**src/rtl/serial_adder.sv**
```systemverilog
// serial_adder: bit-serial adder. Adds two WIDTH-bit operands plus a
// carry-in, LSB first, one bit per clock through a single full-adder slice
// and a carry flop. Throughput is one addition per WIDTH+1 cycles.
//
// Ports:
//   clk    - rising-edge clock
//   rst_n  - synchronous active-low reset (aborts any operation in flight)
//   start  - request; only looked at when busy=0 (IDLE or DONE)
//   a, b   - operands, captured on the accepting edge
//   cin    - carry-in, captured on the accepting edge
//   sub    - (only with SERIAL_ADDER_SUB_EN) 1 = compute a-b
//   busy   - high while bits are being processed
//   done   - one-cycle pulse; sum/cout valid
//   sum    - result, held from done until the next completion
//   cout   - carry-out (with sub: 1 = no borrow), held with sum
//
// Optional feature macro: SERIAL_ADDER_SUB_EN adds the sub input.

module serial_adder #(
    parameter int WIDTH = 8
) (
    input  logic             clk,
    input  logic             rst_n,
    input  logic             start,
    input  logic [WIDTH-1:0] a,
    input  logic [WIDTH-1:0] b,
    input  logic             cin,
`ifdef SERIAL_ADDER_SUB_EN
    input  logic             sub,
`endif
    output logic             busy,
    output logic             done,
    output logic [WIDTH-1:0] sum,
    output logic             cout
);

    localparam int CW = $clog2(WIDTH + 1);
    localparam logic [CW-1:0] LAST = CW'(WIDTH - 1);

    typedef enum logic [1:0] {
        IDLE,
        ADD,
        DONE
    } state_t;

    state_t           state;
    logic [WIDTH-1:0] a_sr;
    logic [WIDTH-1:0] b_sr;
    logic [WIDTH-1:0] res;
    logic [WIDTH-1:0] res_next;
    logic             c;
    logic             s;
    logic             c_next;
    logic [CW-1:0]    cnt;
    logic [WIDTH-1:0] b_load;
    logic             c_load;

    function automatic logic maj(input logic x, input logic y, input logic z);
        return (x & y) | (x & z) | (y & z);
    endfunction

    // Full-adder slice on the current LSBs; the sum bit enters the result MSB.
    always_comb begin
        s        = a_sr[0] ^ b_sr[0] ^ c;
        c_next   = maj(a_sr[0], b_sr[0], c);
        res_next = res >> 1;
        res_next[WIDTH-1] = s;
    end

    // Subtraction is a + ~b + 1, so only the B load and carry load change.
    always_comb begin
        b_load = b;
        c_load = cin;
`ifdef SERIAL_ADDER_SUB_EN
        if (sub) begin
            b_load = ~b;
            c_load = 1'b1;
        end
`endif
    end

    always_ff @(posedge clk) begin
        if (!rst_n) begin
            state <= IDLE;
            busy  <= 1'b0;
            done  <= 1'b0;
            sum   <= '0;
            cout  <= 1'b0;
            a_sr  <= '0;
            b_sr  <= '0;
            res   <= '0;
            c     <= 1'b0;
            cnt   <= '0;
        end else begin
            case (state)
                IDLE, DONE: begin
                    // DONE accepts start exactly like IDLE for back-to-back use.
                    done <= 1'b0;
                    if (start) begin
                        a_sr  <= a;
                        b_sr  <= b_load;
                        c     <= c_load;
                        cnt   <= '0;
                        state <= ADD;
                        busy  <= 1'b1;
                    end else begin
                        state <= IDLE;
                        busy  <= 1'b0;
                    end
                end
                ADD: begin
                    a_sr <= a_sr >> 1;
                    b_sr <= b_sr >> 1;
                    c    <= c_next;
                    res  <= res_next;
                    cnt  <= cnt + CW'(1);
                    // Last bit: publish the result including the bit just formed.
                    if (cnt == LAST) begin
                        state <= DONE;
                        busy  <= 1'b0;
                        done  <= 1'b1;
                        sum   <= res_next;
                        cout  <= c_next;
                    end
                end
                default: begin
                    state <= IDLE;
                    busy  <= 1'b0;
                    done  <= 1'b0;
                end
            endcase
        end
    end

endmodule

```
**config.mk**
```make
export PLATFORM = sky130hd
export DESIGN_NAME = serial_adder
export DESIGN_NICKNAME = d
export VERILOG_FILES = /design/src/rtl/serial_adder.sv
export SDC_FILE = /design/constraint.sdc
export NUM_CORES = 1
export LEC_CHECK = 0
export BUFFER_PORTS_ARGS = -buffer_cell sky130_fd_sc_hd__buf_2
export CORE_MARGIN = 5
export CORE_UTILIZATION = 46
export DETAILED_ROUTE_END_ITERATION = 16
export PLACE_DENSITY_LB_ADDON = 0.12
export SKIP_LAST_GASP = 1
export SLEW_MARGIN = 20
export SYNTH_ARGS = -nofsm -noshare
export SYNTH_HDL_FRONTEND = slang
export SYNTH_SLANG_ARGS = --single-unit
```
**constraint.sdc**
```tcl
create_clock -name clk -period 1.3 [get_ports clk]
set_input_delay 0.065 -clock clk [delete_from_list [all_inputs] [get_ports clk]]
set_output_delay 0.065 -clock clk [all_outputs]
set_load 0.05 [all_outputs]
```
==> metrics.csv <==
stage,metric,value,unit
timing,finalSetupViolations,0,
floorplanning,die_y,69.1,um
clock_tree,cts_root_buf,clkbuf_4,
pwr,peakVddDrop,0.722,mV
global_routing,grtUsageMet3,4.65,%
worst_setup_path,path_cells,ha_2 -> and4_4 -> mux2i_1,
detailed_routing,drc,0,
logic_synthesis,ys.warnings.count,0,
timing,finalHoldViolations,0,
timing,tns,0,ns
global_routing,grtUsageTotal,15.0,%
timing,finClkSkew,0.00505,ns
clock_tree,cts_tree,done,
clock_tree,h-tree-depth,2,
global_routing,antenna_found_initial,0,
worst_setup_path,crit_type,reg -> reg,
logic_synthesis,postSynthAreaPerCell,8.87,um2
timing,max_freq,0.819,GHz
floorplanning,boundaryPins,31,
worst_setup_path,crit_fanout,6,
worst_setup_path,timing.critical_path.buf_inv,0,
detailed_routing,drt-total-wl,3540,um
global_routing,busiest_layer,met2,
logic_synthesis,syn_inst,181,
worst_setup_path,cp.required,1.56,ns
hold_path,hold_path.class,in -> reg,
placed_design,place_congestion,0.724,
worst_setup_path,end_kind,flop,
global_routing,grt_max_degree,29,
clock_tree,clk_path_buf_depth,2,
logic_synthesis,synthDistinctLibCells,24,
detailed_routing,viasPerCell,5.35,
clock_tree,cts_buffers,5,
worst_setup_path,slowest_stage,dfxtp_1,
pwr,power-per-cell-area,1230,nW/um2
worst_setup_path,start_kind,flop,
clock_tree,cts_setup_buffers,0,
worst_setup_path,cp_top_family,flip-flops,
flow_run,max_cap_violations,0,
floorplanning,die_w,69.1,um
detailed_routing,postRouteAntennaNets,0,
timing,drv_slew,0,
global_routing,grtUsageMet1,17.1,%
timing,tightest_slew,0.473,ns
clock_tree,clkSlewWorstSetupHoldPaths,0.11,ns
global_routing,grt_pass1_wl,6020,um
placed_design,dp_hpwl,2240,um
logic_synthesis,synth-seq-area-share,49.9,%
clock_tree,cts_sinks,40,
global_routing,use_met2,25.6,%
detailed_routing,drt-initial-drc-count,119,
global_routing,grt-ovfl-total,0,
placed_design,io_buffers,30,
timing,finalCriticalPeriod,1.22,ns
clock_tree,clk_latency,0.33,ns
detailed_routing,wl_per_cell,13.3,um
timing,holdWs,0.0209,ns
floorplanning,coreArea,3360,um2
detailed_routing,dr.pass1.iters,4,
final_layout,antenna_cells,0,
worst_setup_path,crit_arrival,1.48,ns
timing,relSlewSlack,68.4,%
global_routing,grt_pass1_vias,1404,
detailed_routing,vias,1422,
floorplanning,initial_core_util,47.7,%
floorplanning,die_area,4770,um2
timing,rsz0062_at_grt,false,
logic_synthesis,synth-seq-cells,40,
logic_synthesis,synthesis.nets,203,
status,status,"complete, no violations",
timing,fin_crit_sh,93.9,%
floorplanning,rows,21,
logic_synthesis,syn_area,1610,um2
final_layout,nets,241,
final_layout,drive_gt1_share,23.2,%
final_layout,syn_to_final_growth,24.9,%
pwr,leakagePower,0.772,nW
worst_setup_path,slowest_delay,0.39,ns
placed cells by master, fill, tap and decap left out, types with 2 or more instances in the layout:
master	n
a22oi_1	15
clkbuf_8	2
dlygate4sd3_1	9
mux2i_1	10
nand2_1	36
buf_2	30
a31oi_1	2
clkbuf_4	5
buf_12	2
dfxtp_1	39
buf_4	4
a21oi_1	27
nand2b_1	3
nand3_1	20
and4_4	2
power breakdown:
| part | internal (mW) | switching [mW] | total, mW |
|---|---|---|---|
| registers | 1.27 | 0.0273 | 1.30 |
| logic | 0.125 | 0.158 | 0.282 |
| clock network | 0.511 | 0.384 | 0.895 |
| total | 1.91 | 0.569 | 2.48 |
worst paths after layout:
| kind | start | to | slack (ns) | depth (start not counted) |
|---|---|---|---|---|
| worst min register to register | sum[5] | sum[5] | 0.46 | 2 |
| worst max register to register | cnt[0] | sum[1] | 0.08 | 3 |
| worst max-delay path | cnt[0] | sum[1] | 0.08 | 3 |
| worst min-delay path | b[5] | b_sr[5] | 0.02 | 3 |
registers in the layout, indices dropped and copies added, names as in the netlist:
| signal | flops |
|---|---|
| a_sr | 8 |
| b_sr | 8 |
| sum | 8 |
| res | 7 |
| cnt | 4 |
| state | 2 |
| c | 1 |
| cout | 1 |
| done | 1 |
area by class of cell:
class | instances | area (um2)
clock buffer | 7 | 65.1
fill | 320 | 1360
timing repair buffer | 45 | 310
tap | 46 | 57.6
sequential | 40 | 805
inverter | 2 | 7.51
clock inverter | 1 | 30.0
multi-input combinational | 125 | 731
through the flow:
step	setup slack, ns	cell area [um2]	std cells	power [mW]	utilization [%]
3_5_place_dp	0.0527	1810	248	1.58	53.7
5_1_grt	0.0212	2010	266	2.60	59.6
6_report	0.0793	2010	266	2.48	59.6
4_1_cts	0.00258	1990	265	2.50	59.2
2_1_floorplan	0.00785	1610	181	1.50	-
3_3_place_gp	0.109	1810	248	1.58	53.7
synth_stat cells:
cell      number  area share (%)
dfxtp_1       40              50
fa_1           1             1.2
and2b_1        1            0.47
a211oi_1       1            0.47
a22oi_1       15             7.0
nor3_1         1            0.31
buf_2          8             2.5
ha_1           1            0.78
and2_1         1            0.39
nand2b_1       3             1.2
nand2_1       36             8.4
clkbuf_1       5             1.2
nor2b_1        1            0.39
a31oi_1        2            0.78
and4_4         1            0.70
nand3_1       20             6.2
nand4_1        1            0.39
inv_1          1            0.23
a21oi_1       27             8.4
mux2_2         1            0.70
buf_6          2             1.4
inv_2          1            0.23
o21a_1         1            0.47
mux2i_1       10             6.2
worst register-to-register path, cell delays in order (launching register included):
cell and delay [ns]:
dfxtp_1 0.39, ha_2 0.26, and4_4 0.30, mux2i_1 0.21
logic make-up after synthesis:
kind of cell               Yosys count  synth area share (%)
and+or+nand+nor                     65                  18.5
DFF                                 40                  49.9
muxes                               11                  6.94
adders and majority gates            2                  2.03
buffers and inverters               17                  5.53
AOI/OAI and AO/OA                   46                  17.1
what timing repair did:
| action | in CTS | in global routing |
|---|---|---|
| endpoints found under the setup margin | 0 | 10 |
| resized for setup | 0 | 3 |
| hold buffers | 9 | 0 |
| endpoints found under the hold margin | 9 | 0 |
layer usage:
layer,vias up,part of all wire [%]
li1,711,-
met1,666,42
met2,43,51
met3,2,6.5
met4,0,0.42
met5,-,0
Power figures use the tool's default switching activity.
